===== config.mk =====
export PLATFORM = sky130hd
export DESIGN_NAME = fft_oflow_ctrl_flat
export DESIGN_NICKNAME = d
export VERILOG_FILES = /design/src/rtl/fft_oflow_ctrl_pkg.sv /design/src/rtl/fft_oflow_ctrl_if.sv /design/src/rtl/fft_oflow_ctrl_sat_counter.sv /design/src/rtl/fft_oflow_ctrl.sv /design/src/flat_wrapper.sv
export SDC_FILE = /design/constraint.sdc
export NUM_CORES = 1
export LEC_CHECK = 0
export ABC_CLOCK_PERIOD_IN_PS = 3500
export CORE_MARGIN = 2
export CORE_UTILIZATION = 30
export DETAILED_ROUTE_END_ITERATION = 12
export PLACE_DENSITY_LB_ADDON = 0.3
export SYNTH_ARGS = -nofsm -noshare
export SYNTH_HDL_FRONTEND = slang
export SYNTH_SLANG_ARGS = --single-unit

===== constraint.sdc =====
create_clock -name user_clk -period 3.5 [get_ports user_clk]
set_input_delay 0.525 -clock user_clk [delete_from_list [all_inputs] [get_ports user_clk]]
set_output_delay 0.525 -clock user_clk [all_outputs]
set_load 0.01 [all_outputs]

===== src/rtl/fft_oflow_ctrl_pkg.sv =====
// Shared types, status-word field layout and saturation helper for the FFT overflow window controller.
package fft_oflow_pkg;

    typedef enum logic [1:0] {
        IDLE  = 2'd0,
        ALIGN = 2'd1,
        ACCUM = 2'd2
    } state_t;

    localparam int STS_STICKY   = 31;
    localparam int STS_SEQ_LSB  = 28;
    localparam int STS_MASK_LSB = 24;
    localparam int STS_FRM_LSB  = 12;
    localparam int STS_SAMP_LSB = 0;

    localparam logic [11:0] CNT_MAX = 12'hFFF;

    function automatic logic [11:0] sat_inc(input logic [11:0] v, input logic inc);
        return (inc && (v != CNT_MAX)) ? v + 12'd1 : v;
    endfunction

endpackage


===== src/rtl/fft_oflow_ctrl_if.sv =====
// Control, FFT-side flag and status-word signals of the overflow window controller.
interface fft_oflow_ctrl_if #(
    parameter int NUM_LANES = 4,
    parameter int WIN_W     = 16
);
    logic                 enable;
    logic                 clear;
    logic [WIN_W-1:0]     win_frames;
    logic                 fft_sync;
    logic [NUM_LANES-1:0] fft_oflow;
    logic [31:0]          status_word;
    logic                 status_valid;
    logic                 sticky_oflow;

    modport master (
        output enable, clear, win_frames, fft_sync, fft_oflow,
        input  status_word, status_valid, sticky_oflow
    );

    modport slave (
        input  enable, clear, win_frames, fft_sync, fft_oflow,
        output status_word, status_valid, sticky_oflow
    );
endinterface


===== src/rtl/fft_oflow_ctrl_sat_counter.sv =====
// Loadable up-counter that sticks at all-ones instead of wrapping.
module sat_counter #(
    parameter int CNT_W = 12
) (
    input  logic             i_clk,
    input  logic             i_rst_n,
    input  logic             i_inc,
    input  logic             i_load,
    input  logic [CNT_W-1:0] i_load_val,
    output logic [CNT_W-1:0] o_cnt
);
    logic [CNT_W-1:0] r_cnt;

    always_ff @(posedge i_clk) begin
        if (!i_rst_n) begin
            r_cnt <= '0;
        end else if (i_load) begin
            r_cnt <= i_load_val;
        end else if (i_inc && (r_cnt != '1)) begin
            r_cnt <= r_cnt + CNT_W'(1);
        end
    end

    assign o_cnt = r_cnt;
endmodule


===== src/rtl/fft_oflow_ctrl.sv =====
// Overflow window controller: aligns to FFT frame sync, integrates lane overflow flags
// over win_frames frames and publishes one packed status word per window.
module fft_oflow_ctrl
    import fft_oflow_pkg::*;
#(
    parameter int NUM_LANES = 4,
    parameter int WIN_W     = 16,
    parameter int CNT_W     = 12
) (
    input  logic            user_clk,
    input  logic            user_rst_n,
    fft_oflow_ctrl_if.slave bus
);
    state_t           r_state;
    state_t           w_state_nxt;
    logic [WIN_W-1:0] r_win_len;
    logic [WIN_W-1:0] r_frame_cnt;
    logic [WIN_W-1:0] w_win_len_new;
    logic             r_frame_oflow;
    logic             r_sticky;
    logic             r_status_valid;
    logic [3:0]       r_lane_mask;
    logic [3:0]       w_mask_in;
    logic [2:0]       r_seq;
    logic [31:0]      r_status;
    logic [31:0]      w_status_nxt;
    logic [CNT_W-1:0] w_frm_cnt;
    logic [CNT_W-1:0] w_samp_cnt;
    logic [CNT_W-1:0] w_frm_new;
    logic [CNT_W-1:0] w_samp_load;
    logic             w_any;
    logic             w_flush;
    logic             w_start;
    logic             w_sync_acc;
    logic             w_win_close;
    logic             w_active;
    logic             w_sticky_nxt;
    logic             w_frm_inc;
    logic             w_samp_inc;
    logic             w_acc_load;

    assign w_any         = |bus.fft_oflow;
    assign w_mask_in     = 4'(bus.fft_oflow);
    assign w_flush       = bus.clear || !bus.enable;
    assign w_win_len_new = (bus.win_frames == '0) ? WIN_W'(1) : bus.win_frames;

    // enable=0 and clear both pre-empt any sync/flag activity in the same cycle
    always_comb begin
        w_state_nxt = r_state;
        w_start     = 1'b0;
        w_sync_acc  = 1'b0;
        w_win_close = 1'b0;
        w_active    = 1'b0;
        case (r_state)
            IDLE: begin
                if (bus.enable && !bus.clear) w_state_nxt = ALIGN;
            end
            ALIGN: begin
                if (!bus.enable) begin
                    w_state_nxt = IDLE;
                end else if (!bus.clear && bus.fft_sync) begin
                    w_state_nxt = ACCUM;
                    w_start     = 1'b1;
                    w_active    = 1'b1;
                end
            end
            ACCUM: begin
                if (!bus.enable) begin
                    w_state_nxt = IDLE;
                end else if (bus.clear) begin
                    w_state_nxt = ALIGN;
                end else begin
                    w_active    = 1'b1;
                    w_sync_acc  = bus.fft_sync;
                    w_win_close = bus.fft_sync && (r_frame_cnt == (r_win_len - WIN_W'(1)));
                end
            end
            default: w_state_nxt = IDLE;
        endcase
    end

    always_ff @(posedge user_clk) begin
        if (!user_rst_n) r_state <= IDLE;
        else             r_state <= w_state_nxt;
    end

    assign w_sticky_nxt = r_sticky | (w_active & w_any);
    assign w_frm_new    = sat_inc(w_frm_cnt, r_frame_oflow);
    assign w_frm_inc    = w_sync_acc && !w_win_close && r_frame_oflow;
    assign w_samp_inc   = w_active && !w_start && !w_win_close && w_any;
    assign w_acc_load   = w_flush || w_start || w_win_close;
    // a window start or restart seeds the sample count with the sync cycle's own flags
    assign w_samp_load  = CNT_W'(w_any && !w_flush);

    sat_counter #(.CNT_W(CNT_W)) u_frm_cnt (
        .i_clk      (user_clk),
        .i_rst_n    (user_rst_n),
        .i_inc      (w_frm_inc),
        .i_load     (w_acc_load),
        .i_load_val ('0),
        .o_cnt      (w_frm_cnt)
    );

    sat_counter #(.CNT_W(CNT_W)) u_samp_cnt (
        .i_clk      (user_clk),
        .i_rst_n    (user_rst_n),
        .i_inc      (w_samp_inc),
        .i_load     (w_acc_load),
        .i_load_val (w_samp_load),
        .o_cnt      (w_samp_cnt)
    );

    always_comb begin
        w_status_nxt                                = '0;
        w_status_nxt[STS_STICKY]                    = w_sticky_nxt;
        w_status_nxt[STS_SEQ_LSB +: 3]              = r_seq;
        w_status_nxt[STS_MASK_LSB +: 4]             = r_lane_mask;
        w_status_nxt[STS_FRM_LSB +: CNT_W]          = w_frm_new;
        w_status_nxt[STS_SAMP_LSB +: CNT_W]         = w_samp_cnt;
    end

    always_ff @(posedge user_clk) begin
        if (!user_rst_n) begin
            r_win_len      <= '0;
            r_frame_cnt    <= '0;
            r_frame_oflow  <= 1'b0;
            r_lane_mask    <= '0;
            r_sticky       <= 1'b0;
            r_seq          <= '0;
            r_status       <= '0;
            r_status_valid <= 1'b0;
        end else begin
            r_status_valid <= w_win_close;
            if (bus.clear) begin
                r_frame_cnt   <= '0;
                r_frame_oflow <= 1'b0;
                r_lane_mask   <= '0;
                r_sticky      <= 1'b0;
                r_seq         <= '0;
                r_status      <= '0;
            end else if (!bus.enable) begin
                r_frame_cnt   <= '0;
                r_frame_oflow <= 1'b0;
                r_lane_mask   <= '0;
            end else begin
                r_sticky <= w_sticky_nxt;
                if (w_win_close) begin
                    r_status <= w_status_nxt;
                    r_seq    <= r_seq + 3'd1;
                end
                if (w_start || w_win_close) begin
                    r_win_len     <= w_win_len_new;
                    r_frame_cnt   <= '0;
                    r_frame_oflow <= w_any;
                    r_lane_mask   <= w_mask_in;
                end else if (w_sync_acc) begin
                    r_frame_cnt   <= r_frame_cnt + WIN_W'(1);
                    r_frame_oflow <= w_any;
                    r_lane_mask   <= r_lane_mask | w_mask_in;
                end else if (w_active) begin
                    r_frame_oflow <= r_frame_oflow | w_any;
                    r_lane_mask   <= r_lane_mask | w_mask_in;
                end
            end
        end
    end

    assign bus.status_word  = r_status;
    assign bus.status_valid = r_status_valid;
    assign bus.sticky_oflow = r_sticky;
endmodule


===== src/flat_wrapper.sv =====
// flat-port wrapper written by rule: the top's interface ports become plain ports
module fft_oflow_ctrl_flat import fft_oflow_pkg::*;
#(
    parameter int NUM_LANES = 4,
    parameter int WIN_W     = 16,
    parameter int CNT_W     = 12
)
  (user_clk, user_rst_n, bus_enable, bus_clear, bus_win_frames, bus_fft_sync, bus_fft_oflow, bus_status_word, bus_status_valid, bus_sticky_oflow);
  fft_oflow_ctrl_if #(.NUM_LANES(NUM_LANES), .WIN_W(WIN_W)) bus_i ();
  input  logic user_clk;
  input  logic user_rst_n;
  input wire logic [$bits(bus_i.enable)-1:0] bus_enable;
  input wire logic [$bits(bus_i.clear)-1:0] bus_clear;
  input wire logic [$bits(bus_i.win_frames)-1:0] bus_win_frames;
  input wire logic [$bits(bus_i.fft_sync)-1:0] bus_fft_sync;
  input wire logic [$bits(bus_i.fft_oflow)-1:0] bus_fft_oflow;
  output wire logic [$bits(bus_i.status_word)-1:0] bus_status_word;
  output wire logic [$bits(bus_i.status_valid)-1:0] bus_status_valid;
  output wire logic [$bits(bus_i.sticky_oflow)-1:0] bus_sticky_oflow;
  assign bus_i.enable = bus_enable;
  assign bus_i.clear = bus_clear;
  assign bus_i.win_frames = bus_win_frames;
  assign bus_i.fft_sync = bus_fft_sync;
  assign bus_i.fft_oflow = bus_fft_oflow;
  assign bus_status_word = bus_i.status_word;
  assign bus_status_valid = bus_i.status_valid;
  assign bus_sticky_oflow = bus_i.sticky_oflow;
  fft_oflow_ctrl #(.NUM_LANES(NUM_LANES), .WIN_W(WIN_W), .CNT_W(CNT_W)) u_core (.user_clk(user_clk), .user_rst_n(user_rst_n), .bus(bus_i));
endmodule

==> results_dict.tcl, run 1 <==
set metrics [dict create \
    overflow 0 \
    syn_avg_cell_area_um2 8.15 \
    cp_max_fo 56 \
    period_needed_ns 2.94 \
    ir_drop_uv 194 \
    multi_input_area_um2 2720 \
    area_delta_synth_final_pct 21.5 \
    fin_area_um2 5980 \
    syn_area_um2 4920 \
    power_density_nw_per_um2 392 \
    min_from "u_core.bus.status_word[11]" \
    num_vias 4262 \
    synth.area.top_cells "dfxtp_1 41%, nand2_1 8.8%, xnor2_1 7.1%" \
    slowest_stage "and3_4" \
    drc 0 \
    ff_latch_area_um2 2000 \
    worst-slew-pin-transition_ns 0.613 \
    regToRegStartpoint "u_core.r_win_len[0]" \
    rr_endpoint "u_core.u_frm_cnt.o_cnt[6]" \
    synthCells 604 \
    hold_path_end "u_core.bus.status_word[11]" \
    yosysSeqAreaShare_pct 40.7 \
    path_clk_slew_ns 0.07 \
    fin_tns_setup_ns 0 \
    drv_cap 0 \
    clock_skew_ns 0.0128 \
    gp_congestion 0.807 \
    clockRootBuffer "clkbuf_16" \
    grt_util_all_layers_pct 14.1 \
    cts_hold_buffers 0 \
    fmax_ghz 0.340 \
    ys.flop_type "dfxtp_1" \
    slowest_delay_ns 0.60 \
    core_um2 15900 \
    h-tree-depth 3 \
    die_x_um 132 \
    via_per_inst 4.91 \
    num-nets-final 681 \
    hpwl_mm 8.68 \
    drt-pass1-iter-count 4 \
    clock_sinks 100 \
    fin_crit_sh_pct 84.0 \
    post_cts_buffers 0 \
    setup_viol 0 \
    antennaDiodeCount 0 \
    cts_resized 0 \
    num_rows 46 \
    fillCellCount 1644 \
    wl_per_cell_um 13.8 \
    grt_setup_unrepaired "no" \
    synth_top_area_cell "dfxtp_1" \
    crit_required_ns 3.79 \
    yosysWarningCount 0 \
    path_class "register to register" \
    grt_max_degree 57 \
    finalWirelength_mm 12.0 \
    grt_pass1_wl_mm 20.1 \
    grt_pass1_vias 4064 \
    hold_viol 0 \
    total_power_uw 2340 \
    rrSetupSlack_ns 0.56 \
    cts-buffers-inserted 9 \
    antenna_left 0 \
    port_buffers 58 \
    clock_latency_ns 0.36 \
    arrival_ns 3.23 \
    start_util_pct 30.9 \
    hold_depth 2 \
    p_leak_uw 0.00193 \
    clockBufferDepth 2 \
    status "complete, no violations" \
    ys_ff_latch 100 \
    cts_tree "built" \
    die_area_um2 17400 \
    antenna_found_initial 0 \
    syn_nets 638 \
    timing.hold.ws_ns 0.451 \
    hold_path_class "register to register" \
    crit_chain "inv_1 -> ha_1 -> nor4b_4 -> nor2b_1 -> xnor2_1 -> nand3_1 -> nor4_2 -> and3_4 -> o21ai_0 -> a21oi_1" \
    synth_top_cell_area_share_pct 40.7 \
    final_cell_mix "116 x nand2_1, 100 x dfxtp_1, 58 x clkdlybuf4s50_1" \
    drv_slew 0 \
    die_y_um 132 \
    dpl_cell_area_um2 5670 \
    drtIter0Drc 173 \
    reg2regPathDepth 10 \
    synth_edf_count 0 \
    async_flop_share_pct 0 \
    end_kind "register" \
    layout_commonest_cell "nand2_1" \
    start_kind "register" \
    slew_headroom_pct 59.1 \
    ys_types 62 \
    io_pins 59 \
    drive_above_1_share_pct 5.98 \
]
## cells by family (layout without fill, tap and decap cells)
family,Yosys count,in the layout,share of synthesized area (%)
XOR/XNOR,58,58,10.3
adder cells (fa/ha/maj),9,9,2.29
AND/OR/NAND/NOR,281,281,28.6
buffers and inverters,44,92,4.25
flip-flops,100,100,40.7
AO/OA/AOI/OAI,108,108,12.9
multiplexers,4,4,0.940
## cells in the mapped netlist (10+ instances only)
cell type	n
clkbuf_1	19
or3_1	12
dfxtp_1	100
o21ai_0	20
xor2_1	18
nand4_1	26
o21ai_1	10
nand2_1	116
nand3_1	22
a21oi_1	49
nor2_1	48
xnor2_1	40
## report_power, final
| group | switching [uW] | internal (uW) |
|---|---|---|
| Combinational | 84.1 | 72.9 |
| Sequential | 8.49 | 1140 |
| Clock | 454 | 582 |
## routing by layer
metal,vias up,wire length (um),GRT usage (%),part of all wire (%)
li1,2183,-,-,-
met1,1994,6000,19.4,50
met2,73,5270,21.7,44
met3,12,460,2.23,3.8
met4,0,221,6.40,1.8
met5,-,0,0,0
## layout make-up
class | instances | area share (%)
timing repair buffer | 67 | 10.8
multi-input combinational | 460 | 45.4
clock inverter | 6 | 1.15
sequential | 100 | 33.5
clock buffer | 10 | 4.00
inverter | 9 | 0.565
tap | 216 | 4.52
## how the worst max path moves through the flow
stage	startpoint	to	slack (ns)
6_report	u_core.r_win_len[0]	u_core.u_frm_cnt.o_cnt[6]	0.56
5_1_grt	u_core.r_win_len[0]	u_core.u_frm_cnt.o_cnt[6]	0.27
4_1_cts	u_core.r_win_len[0]	u_core.u_frm_cnt.o_cnt[6]	0.58
3_5_place_dp	bus_fft_sync	u_core.u_frm_cnt.o_cnt[10]	0.37
3_3_place_gp	bus_fft_sync	u_core.u_frm_cnt.o_cnt[4]	0.49
2_1_floorplan	u_core.r_win_len[0]	u_core.r_frame_cnt[11]	1.05
## critical path, delay by kind of cell (launching register included)
kind / cells / cell delay (ns)
and+or+nand+nor: 5 / 1.61
AOI/OAI and AO/OA: 2 / 0.37
DFF: 1 / 0.35
adders and majority gates: 1 / 0.27
xor gates and xnor gates: 1 / 0.15
buffers and inverters: 1 / 0.09
## flip-flops by register name, indices dropped and copies added (netlist names)
register and flops:
u_core.bus.status_word 32, u_core.r_frame_cnt 16, u_core.r_win_len 16, u_core.u_frm_cnt.o_cnt 12, u_core.u_samp_cnt.o_cnt 12, u_core.r_lane_mask 4
u_core.r_seq 3, u_core.r_state 2, u_core.bus.status_valid 1, u_core.bus.sticky_oflow 1, u_core.r_frame_oflow 1
## per-stage QoR
step                      util, %  setup slack, ns  cells
final                        37.5            0.559    868
after global placement       35.6            0.485    852
after detailed placement     35.6            0.371    852
after CTS                    37.5            0.578    868
after floorplan                 -             1.05    604
after global routing         37.5            0.267    868
Power figures use the tool's default switching activity.
==> inputs of run 2 (changes only) <==
- ABC_CLOCK_PERIOD_IN_PS: 3500 -> 2750
- clock period: 3.5 -> 2.75 ns (I/O delays scaled with it)
==> run 2 against run 1 <==
Die area unchanged. Cell count up 1.8%. Clock skew barely moved. Routed wire length grew 2.9%. Critical path type unchanged. Largest power group unchanged. Highest routed layer unchanged.
==> results_dict.tcl, run 2 (synthesis results as in run 1) <==
set metrics [dict create \
    largest_reg_flops 32 \
    grt_util_all_layers_pct 14.4 \
    die_x_um 132 \
    critPathBufInv 3 \
    ir_drop_uv 254 \
    post-route-util_pct 38.4 \
    arrival_ns 2.94 \
    hpwl_mm 8.93 \
    via_per_inst 4.93 \
    drt-pass1-iter-count 5 \
    area_delta_synth_final_pct 24.4 \
    cts-buffers-inserted 9 \
    fin_crit_sh_pct 95.9 \
    ff_latch_area_um2 2000 \
    hold_path_class "register to register" \
    clock_latency_ns 0.36 \
    antenna_found_initial 0 \
    antenna_left 0 \
    num_vias 4356 \
    clock_skew_ns 0.0127 \
    path_clk_slew_ns 0.07 \
    path_class "register to register" \
    layout_commonest_cell "nand2_1" \
    timing.hold.ws_ns 0.448 \
    final_cell_mix "115 x nand2_1, 99 x dfxtp_1, 58 x clkdlybuf4s50_1" \
    end_kind "register" \
    hold_viol 0 \
    cts_hold_buffers 0 \
    drtIter0Drc 258 \
    die_y_um 132 \
    gp_congestion 0.873 \
    p_leak_uw 0.00200 \
    wl_per_cell_um 13.9 \
    start_kind "register" \
    power_density_nw_per_um2 473 \
    setup_viol 0 \
    port_buffers 58 \
    drc 0 \
    slowest_stage "or4_4" \
    grt_pass1_vias 4161 \
    finalWirelength_mm 12.3 \
    crit_chain "inv_1 -> ha_1 -> nor4b_4 -> buf_4 -> and4_1 -> a211o_1 -> nand3_1 -> nand2_2 -> and3_4 -> buf_12 -> or4_4 -> a21oi_2" \
    antennaDiodeCount 0 \
    drv_cap 0 \
    fillCellCount 1619 \
    core_um2 15900 \
    io_pins 59 \
    status "complete, no violations" \
    num_rows 46 \
    grt_max_degree 40 \
    num-nets-final 697 \
    cts_tree "built" \
    start_util_pct 30.9 \
    crit_required_ns 3.05 \
    worst-slew-pin-transition_ns 0.451 \
    clockRootBuffer "clkbuf_16" \
    drive_above_1_share_pct 8.68 \
    die_area_um2 17400 \
    overflow 0 \
    clockBufferDepth 2 \
    slowest_delay_ns 0.52 \
    grt_pass1_wl_mm 20.6 \
    multi_input_area_um2 2730 \
    h-tree-depth 3 \
    slew_headroom_pct 69.8 \
    critPathTopFamily "simple AND/OR/NAND/NOR gates" \
    drv_slew 0 \
    clock_sinks 100 \
    fmax_ghz 0.379 \
    period_needed_ns 2.64 \
    cp_max_fo 34 \
]
-- run 2: cell count changes in the layout (fill, tap and decap cells not counted), moves of 2 or more --
cell and change:
clkinvlp_4 +2, clkbuf_1 +2, buf_4 +13, clkinv_2 -2, buf_12 +3
-- run 2: worst register-to-register path: stages (launching register included) --
cell,delay [ns]
dfxtp_2,0.36
inv_1,0.05
ha_1,0.18
nor4b_4,0.13
buf_4,0.17
and4_1,0.21
a211o_1,0.29
nand3_1,0.08
nand2_2,0.10
and3_4,0.19
buf_12,0.16
or4_4,0.53
a21oi_2,0.14
-- run 2: final timing paths --
kind	from	to	slack, ns	cells past startpoint
max	u_core.r_win_len[1]	u_core.u_frm_cnt.o_cnt[4]	0.11	12
min	u_core.bus.status_word[8]	u_core.bus.status_word[8]	0.45	2
max reg2reg	u_core.r_win_len[1]	u_core.u_frm_cnt.o_cnt[4]	0.11	12
min reg2reg	u_core.bus.status_word[8]	u_core.bus.status_word[8]	0.45	2
-- run 2: timing repair --
item	in CTS	in global routing
setup endpoints to repair	0	17
resized for setup	0	5
buffers inserted	0	1
-- run 2: layout make-up --
class	count	share of cell area [%]
multi-input combinational	460	44.6
sequential	100	32.7
timing repair buffer	83	13.2
tap	216	4.41
clock buffer	12	4.03
inverter	9	0.552
clock inverter	4	0.531
-- run 2: stage by stage --
stage / power, uW / area [um^2] / setup slack, ns / cells / TNS, ns
floorplan: 1630 / 4920 / 0.300 / 604 / 0
global placement: 1710 / 5820 / 0.0602 / 867 / 0
detailed placement: 1720 / 5820 / -0.0590 / 867 / -0.247
CTS: 2930 / 6100 / 0.0346 / 883 / 0
global route: 3000 / 6120 / -0.0174 / 884 / -0.0313
finish: 2900 / 6120 / 0.112 / 884 / 0
-- run 2: per-layer routing --
layer / share of wire (%) / global-route usage (%) / vias up
met5: 0 / 0 / -
met4: 3.4 / 8.27 / 0
met3: 3.1 / 2.27 / 25
met2: 45 / 22.0 / 91
met1: 49 / 19.4 / 2033
li1: - / - / 2207
-- run 2: power by group --
| group | leakage [uW] | internal [uW] | switching [uW] | total (uW) |
|---|---|---|---|---|
| combinational | 0.00107 | 106 | 118 | 224 |
| sequential | 0.000806 | 1450 | 10.3 | 1470 |
| clock | 0.000129 | 644 | 563 | 1210 |
